==> config.mk <==
export PLATFORM = sky130hd
export DESIGN_NAME = req_onehot_sequencer_flat
export DESIGN_NICKNAME = d
export VERILOG_FILES = /design/src/rtl/req_onehot_sequencer_pkg.sv /design/src/rtl/req_onehot_sequencer_if.sv /design/src/rtl/req_onehot_sequencer_sync_ff.sv /design/src/rtl/req_onehot_sequencer.sv /design/src/flat_wrapper.sv
export SDC_FILE = /design/constraint.sdc
export NUM_CORES = 1
export LEC_CHECK = 0
export CAP_MARGIN = 30
export CORE_AREA = 5 5 60 62
export DETAILED_ROUTE_END_ITERATION = 8
export DIE_AREA = 0 0 65 67
export PLACE_DENSITY = 0.7
export SETUP_SLACK_MARGIN = 0.2
export SYNTH_ARGS = -nofsm -noshare
export SYNTH_HDL_FRONTEND = slang
export SYNTH_SLANG_ARGS = --single-unit
==> constraint.sdc <==
create_clock -name clk -period 7.59 [get_ports clk]
set_input_delay 0.759 -clock clk [delete_from_list [all_inputs] [get_ports clk]]
set_output_delay 0.759 -clock clk [all_outputs]
set_load 0.005 [all_outputs]
==> src/rtl/req_onehot_sequencer_pkg.sv <==
// Shared types and helpers for the request one-hot sequencer.
// Ports: none (package). Provides NUM_REQ, IDX_W, pick_t and rr_pick().
// rr_pick is pure combinational; callers register its result as needed.
package req_onehot_sequencer_pkg;

  // Default number of request lines, which is also the encoder input width.
  localparam int NUM_REQ = 4;
  localparam int IDX_W   = $clog2(NUM_REQ);

  typedef enum logic {
    ST_EMPTY = 1'b0,
    ST_FULL  = 1'b1
  } seq_state_t;

  typedef struct packed {
    logic               found;
    logic [IDX_W-1:0]   idx;
    logic [NUM_REQ-1:0] onehot;
  } pick_t;

  // Round-robin pick: scan pend starting at ptr, wrapping modulo NUM_REQ.
  // The first set bit wins; found=0 and onehot=0 when pend is empty.
  function automatic pick_t rr_pick(input logic [NUM_REQ-1:0] pend,
                                    input logic [IDX_W-1:0]   ptr);
    pick_t r;
    r = '0;
    for (int i = 0; i < NUM_REQ; i++) begin
      int k;
      k = (int'(ptr) + i) % NUM_REQ;
      if (!r.found && pend[k]) begin
        r.found     = 1'b1;
        r.idx       = IDX_W'(k);
        r.onehot[k] = 1'b1;
      end
    end
    return r;
  endfunction

endpackage

==> src/rtl/req_onehot_sequencer_if.sv <==
// Output channel of the sequencer: one-hot grant with valid/ready handshake.
// Ports: onehot_out, out_valid (producer -> consumer), out_ready (consumer -> producer).
// master = sequencer side, slave = encoder / consumer side.
interface req_onehot_sequencer_if
  import req_onehot_sequencer_pkg::*;
#(
  parameter int N_REQ = NUM_REQ
);

  logic [N_REQ-1:0] onehot_out;
  logic             out_valid;
  logic             out_ready;

  modport master (
    output onehot_out,
    output out_valid,
    input  out_ready
  );

  modport slave (
    input  onehot_out,
    input  out_valid,
    output out_ready
  );

endinterface

==> src/rtl/req_onehot_sequencer_sync_ff.sv <==
// 1-bit multi-flop synchroniser with asynchronous active-low clear.
// Ports: clk, rst_n, d (async input), q (synchronised output).
// Latency STAGES clocks; no backpressure.
module req_onehot_sequencer_sync_ff #(
  parameter int STAGES = 2
) (
  input  logic clk,
  input  logic rst_n,
  input  logic d,
  output logic q
);

  logic [STAGES-1:0] chain;

  always_ff @(posedge clk or negedge rst_n) begin
    if (!rst_n) begin
      chain <= '0;
    end else begin
      chain <= {chain[STAGES-2:0], d};
    end
  end

  assign q = chain[STAGES-1];

endmodule

==> src/rtl/req_onehot_sequencer.sv <==
// Captures rising edges on async request lines and issues them one at a time as a one-hot grant.
// Latency: req_in rise sampled at edge 1 -> pending at edge SYNC_STAGES+1 -> out_valid at SYNC_STAGES+2.
// Backpressure: grant held stable while out_ready=0; new edges keep accumulating in pending.
// Ports: clk, rst_n, req_in[N_REQ], out_if (master: onehot_out, out_valid, out_ready),
//        pending[N_REQ] (captured, not yet issued), overflow (1-cycle merge pulse).
module req_onehot_sequencer
  import req_onehot_sequencer_pkg::*;
#(
  parameter int N_REQ       = NUM_REQ,
  parameter int SYNC_STAGES = 2
) (
  input  logic                    clk,
  input  logic                    rst_n,
  input  logic [N_REQ-1:0]        req_in,
  req_onehot_sequencer_if.master  out_if,
  output logic [N_REQ-1:0]        pending,
  output logic                    overflow
);

  // ------------------------------------------------------------------
  // Synchronisers and edge detect
  // ------------------------------------------------------------------
  logic [N_REQ-1:0] s;
  logic [N_REQ-1:0] s_d;
  logic [N_REQ-1:0] rise;

  for (genvar g = 0; g < N_REQ; g++) begin : g_sync
    req_onehot_sequencer_sync_ff #(
      .STAGES (SYNC_STAGES)
    ) u_sync (
      .clk   (clk),
      .rst_n (rst_n),
      .d     (req_in[g]),
      .q     (s[g])
    );
  end

  // s_d clears on reset, so a line still high at release looks like a fresh edge.
  always_ff @(posedge clk or negedge rst_n) begin
    if (!rst_n) begin
      s_d <= '0;
    end else begin
      s_d <= s;
    end
  end

  assign rise = s & ~s_d;

  // ------------------------------------------------------------------
  // Grant selection and FSM
  // ------------------------------------------------------------------
  seq_state_t       state;
  seq_state_t       state_nxt;
  logic [IDX_W-1:0] rr_ptr;
  logic [N_REQ-1:0] onehot_q;
  pick_t            pick;
  logic             load;
  logic [N_REQ-1:0] load_mask;
  logic [N_REQ-1:0] pending_nxt;
  logic             overflow_nxt;
  logic [IDX_W-1:0] rr_ptr_nxt;

  assign pick = rr_pick(pending, rr_ptr);

  always_comb begin
    state_nxt = state;
    load      = 1'b0;
    case (state)
      ST_EMPTY: begin
        // out_ready has no meaning while nothing is presented.
        if (pick.found) begin
          load      = 1'b1;
          state_nxt = ST_FULL;
        end
      end
      ST_FULL: begin
        if (out_if.out_ready) begin
          if (pick.found) begin
            // Refill on the same edge as the accept: back-to-back, no bubble.
            load      = 1'b1;
            state_nxt = ST_FULL;
          end else begin
            state_nxt = ST_EMPTY;
          end
        end
      end
      default: begin
        state_nxt = ST_EMPTY;
      end
    endcase
  end

  always_comb begin
    load_mask    = load ? pick.onehot : '0;
    // A rise on the bit being loaded re-sets it: that is a genuinely new event.
    pending_nxt  = (pending & ~load_mask) | rise;
    // Edge landing on a line that stays pending merges into the existing event.
    overflow_nxt = |(rise & pending & ~load_mask);
    rr_ptr_nxt   = rr_ptr;
    if (load) begin
      rr_ptr_nxt = (pick.idx == IDX_W'(N_REQ - 1)) ? '0 : pick.idx + IDX_W'(1);
    end
  end

  always_ff @(posedge clk or negedge rst_n) begin
    if (!rst_n) begin
      state    <= ST_EMPTY;
      pending  <= '0;
      overflow <= 1'b0;
      rr_ptr   <= '0;
      onehot_q <= '0;
    end else begin
      state    <= state_nxt;
      pending  <= pending_nxt;
      overflow <= overflow_nxt;
      rr_ptr   <= rr_ptr_nxt;
      if (load) begin
        onehot_q <= pick.onehot;
      end else if (state_nxt == ST_EMPTY) begin
        onehot_q <= '0;
      end
    end
  end

  // The state bit is the valid flag; onehot_q is zero whenever state is EMPTY.
  assign out_if.out_valid  = (state == ST_FULL);
  assign out_if.onehot_out = onehot_q;

endmodule

==> src/flat_wrapper.sv <==
// flat-port wrapper written by rule: the top's interface ports become plain ports
module req_onehot_sequencer_flat import req_onehot_sequencer_pkg::*;
#(
  parameter int N_REQ       = NUM_REQ,
  parameter int SYNC_STAGES = 2
)
  (clk, rst_n, req_in, pending, overflow, out_if_onehot_out, out_if_out_valid, out_if_out_ready);
  req_onehot_sequencer_if #(.N_REQ(N_REQ)) out_if_i ();
  input  logic clk;
  input  logic rst_n;
  input  logic [N_REQ-1:0] req_in;
  output logic [N_REQ-1:0] pending;
  output logic overflow;
  output wire logic [$bits(out_if_i.onehot_out)-1:0] out_if_onehot_out;
  output wire logic [$bits(out_if_i.out_valid)-1:0] out_if_out_valid;
  input wire logic [$bits(out_if_i.out_ready)-1:0] out_if_out_ready;
  assign out_if_onehot_out = out_if_i.onehot_out;
  assign out_if_out_valid = out_if_i.out_valid;
  assign out_if_i.out_ready = out_if_out_ready;
  req_onehot_sequencer #(.N_REQ(N_REQ), .SYNC_STAGES(SYNC_STAGES)) u_core (.clk(clk), .rst_n(rst_n), .req_in(req_in), .out_if(out_if_i), .pending(pending), .overflow(overflow));
endmodule
Word-level counts from Yosys, hierarchy flattened
Cells that the tools add are included.

word-level totals
  bits of input ports = 7
  bits in registers = 24
  logic and storage cells = 84

cells by class
  bitwise logic cells = 14
  muxes and demuxes = 32
  add/subtract/negate cells = 4
  magnitude comparators = 8
  equal/unequal tests = 2
  reductions and logical operators = 14

operator list
  kind                                                                    count
  7-bit two-way mux                                                       4
  4-bit bitwise AND                                                       4
  4-bit OR                                                                4
  1-bit two-way mux                                                       14
  3-bit by 4-bit < comparator with 1-bit output (second input constant)   3
  4-bit two-way mux                                                       3
  3-bit by 1-bit >= comparator with 1-bit output (second input constant)  3
  1-bit binary-select mux with 2-bit select                               4
  1-bit demux with 2-bit select                                           4
  4-bit NOT                                                               2
  1-bit logical AND                                                       7
  2-bit OR reduction                                                      3
  2-bit by 1-bit adder with 2-bit output (second input constant)          2
  2-bit adder (second input constant)                                     2
  1-bit one-hot mux with 2 select lines                                   2
  4-bit OR reduction                                                      1
  1-bit bitwise AND (first input constant)                                3
  1-bit logical NOT                                                       3
  2-bit by 3-bit < comparator with 1-bit output (second input constant)   1
  2-bit == test (second input constant)                                   1
  2-bit by 1-bit >= comparator with 1-bit output (second input constant)  1
  2-bit two-way mux                                                       1
  2-bit != test (second input constant)                                   1
  1-bit NOT                                                               1

Depth between registers and ports, before layout
  depth after elaboration = 22
  mapped depth = 11

Hierarchy
A second synthesis with hierarchy kept.

second synthesis, totals
  cells, all modules = 139
  area, all modules = 1471.4 um2

by module, submodules not included
  module                        cells each  instances  area each (um2)
  req_onehot_sequencer          131         1          1271.2
  req_onehot_sequencer_sync_ff  2           4          50.0

Least setup slack after synthesis
OpenSTA, ideal clock, no wires.

  kind = register -> register
  from = register (tool-made name)
  to = register u_core.overflow
  data required time = 7452 ps
  setup slack = 4951 ps
  library setup time = 138 ps
  path buffers = 3
  cell stages (with the launch flop) = 12
  period minus slack after synthesis = 2639 ps
  arrival = 2500 ps
  cells stage by stage = dfrtp_1 buf_6 buf_2 inv_1 ha_1 clkbuf_1 nor3b_1 o21ai_0 nand3_1 o2bb2ai_4 nor2_1 or4_1

RTL lines
  what                  RTL line                     text
  end signal, assigned  req_onehot_sequencer.sv:115  overflow <= overflow_nxt;
  end, declared         req_onehot_sequencer.sv:17   output logic overflow

==> impl_metrics.env <==
export IMPL_cts_buffer_depth=2
export IMPL_cts_tree="built"
export IMPL_drt_wirelength_per_cell_um=16.2
export IMPL_grtUsageTotal=0.153
export IMPL_die_w_um=65
export IMPL_diodes=0
export IMPL_required_ns=7.78
export IMPL_max_slew_margin=0.538
export IMPL_max_freq_mhz=323
export IMPL_finalCritPeriodShare=0.408
export IMPL_coreArea_mm2=0.00298
export IMPL_crit_type="reg -> reg"
export IMPL_vias=1081
export IMPL_outcome="finished, final reports clean"
export IMPL_cap_violations=0
export IMPL_setup_worst_path_end_class="flop"
export IMPL_yosysSeqAreaShare=0.427
export IMPL_max_vdd_ir_drop_mv=0.189
export IMPL_first_global_vias=1132
export IMPL_fin_crit_ns=3.10
export IMPL_critPathLaunchType="flop"
export IMPL_grt_pass1_wl_um=5200
export IMPL_finClkSkew_ns=0.00478
export IMPL_die_height_um=67
export IMPL_num_nets_final=169
export IMPL_grt_overflow=0
export IMPL_maxSlewViolCount=0
export IMPL_holdCritPathClass="reg -> reg"
export IMPL_grt_setup_unrepaired="false"
export IMPL_tns_ns=0
export IMPL_start_util=0.472
export IMPL_dp_cells=182
export IMPL_drtIter0Drc=66
export IMPL_hold_buffers=0
export IMPL_synthArstFlopShare=1.00
export IMPL_total_power_uw=758
export IMPL_ant_nets=0
export IMPL_worst_pin_slew_ns=0.693
export IMPL_portBuffers=16
export IMPL_vias_per_cell=5.81
export IMPL_cts_root_buf="clkbuf_4"
export IMPL_setup_viol=0
export IMPL_p_per_area_mw_per_mm2=466
export IMPL_hpwl_um=2320
export IMPL_numCtsBuffers=3
export IMPL_crit_fanout=20
export IMPL_design_area_mm2=0.00163
export IMPL_path_clk_slew_ns=0.13
export IMPL_routed_wl_um=3010
export IMPL_grt_max_degree=21
export IMPL_ctsResizeCount=0
export IMPL_detail_route_first_pass_iterations=4
export IMPL_netlist_area_mm2=0.00141
export IMPL_yosysTopAreaCell="dfrtp_1"
export IMPL_clk_latency_ns=0.31
export IMPL_hold_viol=0
export IMPL_p_leak_uw=0.000711
export IMPL_post_route_cells_drive_above_1_share=0.0784
export IMPL_netlist_area_leader_share=0.427
export IMPL_die_area_mm2=0.00436
export IMPL_yosysMostFrequentCell="dfrtp_1"
export IMPL_area_growth_pct=15.7
export IMPL_synthTopCellsByCount="dfrtp_1 (24), nor2_1 (17), nand2_1 (12)"
export IMPL_synth_nets=155
export IMPL_rows=20
export IMPL_syn_inst=140
export IMPL_antenna_found_initial=0
export IMPL_drc=0
export IMPL_cts_setup_buffers=0
export IMPL_avgSynthCellArea_um2=10.0
export IMPL_synth_edf_count=0
export IMPL_synth_area_leaders="dfrtp_1 (43%), ha_1 (7.1%), nor2_1 (4.5%)"
export IMPL_postPlaceCellArea_mm2=0.00159
export IMPL_place_congestion=0.978
export IMPL_ys_warn_count=0
export IMPL_arrival_ns=3.29
export IMPL_ys_seq_elements=24
export IMPL_io_pin_count=17
export IMPL_numClockSinks=24
export IMPL_finish_utilization=0.547
export IMPL_yosys_most_used_dff="dfrtp_1"
export IMPL_synth_distinct_cells=42
export IMPL_cts_htree_levels=1
export IMPL_layout_cells_non_filler=186
==> layout make-up <==
cell class / instances / area (µm²)
Fill cell: 268 / 1350
Multi-Input combinational cell: 101 / 734
Sequential cell: 24 / 601
Timing Repair Buffer: 17 / 188
Tap cell: 33 / 41.3
Clock buffer: 4 / 36.3
Inverter: 7 / 27.5
==> registers in the layout, summed over array words and instances (netlist names), named ones only <==
register	count
u_core.s_d	4
u_core.g_sync.u_sync.chain	8
u_core.overflow	1
u_core.pending	4
u_core.rr_ptr	1
u_core.out_if.out_valid	1
u_core.out_if.onehot_out	4
==> cell usage in the layout (no fill, tap or decap), types with 3 or more instances in the layout <==
| master | count |
|---|---|
| a21o_1 | 4 |
| clkbuf_4 | 3 |
| clkdlybuf4s50_1 | 16 |
| dfrtp_1 | 24 |
| ha_1 | 8 |
| inv_1 | 6 |
| mux2i_1 | 4 |
| nand2_1 | 12 |
| nand2b_1 | 3 |
| nand3_1 | 3 |
| nor2_1 | 17 |
| nor2b_1 | 3 |
| nor3b_1 | 4 |
| o21ai_0 | 4 |
| o22ai_1 | 4 |
| o2bb2ai_1 | 3 |
==> power by group <==
part / total, µW / internal [µW] / leakage (µW) / switching, µW
logic: 460 / 221 / 0.000415 / 239
registers: 232 / 161 / 0.000275 / 71.5
clock network: 65.7 / 29.3 / 0.0000210 / 36.4
total: 758 / 411 / 0.000711 / 347
==> layer usage <==
metal | vias to the layer above | track usage | wire [µm]
met1 | 522 | 0.197 | 1360
met2 | 29 | 0.255 | 1490
met4 | 0 | 0.0554 | 41
met3 | 6 | 0.0270 | 122
met5 | - | 0 | 0
li1 | 524 | - | -
==> kinds of logic (layout without fill, tap and decap cells) <==
kind of cell / Yosys count / in the layout / share of synthesized area
AOI/OAI and AO/OA: 30 / 30 / 0.176
xor gates and xnor gates: 2 / 2 / 0.0125
adders and majority gates: 8 / 8 / 0.0712
buffers and inverters: 15 / 28 / 0.0507
DFF: 24 / 24 / 0.427
muxes: 8 / 8 / 0.0765
and+or+nand+nor: 53 / 53 / 0.186
==> critical path, cell delays in order, from the launching register on <==
cell,delay [ns]
dfrtp_1,0.81
inv_1,0.24
ha_1,0.54
mux4_2,0.42
clkinv_2,0.11
a2111oi_0,0.10
o2bb2ai_1,0.26
o22ai_1,0.10
or4_1,0.41
==> path summary, 6_finish.rpt <==
path | cells past startpoint | from | slack, ns | endpoint
worst max-delay path | 8 | flop | 4.49 | u_core.overflow$_DFF_PN0_
worst min-delay path | 0 | u_core.g_sync[3].u_sync.chain[0]$_DFF_PN0_ | 0.36 | u_core.g_sync[3].u_sync.chain[1]$_DFF_PN0_
worst max register to register | 8 | flop | 4.49 | u_core.overflow$_DFF_PN0_
worst min register to register | 0 | u_core.g_sync[3].u_sync.chain[0]$_DFF_PN0_ | 0.36 | u_core.g_sync[3].u_sync.chain[1]$_DFF_PN0_
max in group asynchronous | 2 | rst_n | 6.49 | u_core.out_if.out_valid$_DFF_PN0_
min in group asynchronous | 1 | rst_n | 0.70 | asynchronous set/reset pin
==> per-stage QoR <==
stage,hold WS [ns],setup WS (ns)
floorplan,0.331,4.95
global placement,0.332,4.67
detailed placement,0.337,4.55
CTS,0.366,4.53
global route,0.375,4.27
finish,0.363,4.49
(Power assumes the default switching activity.)
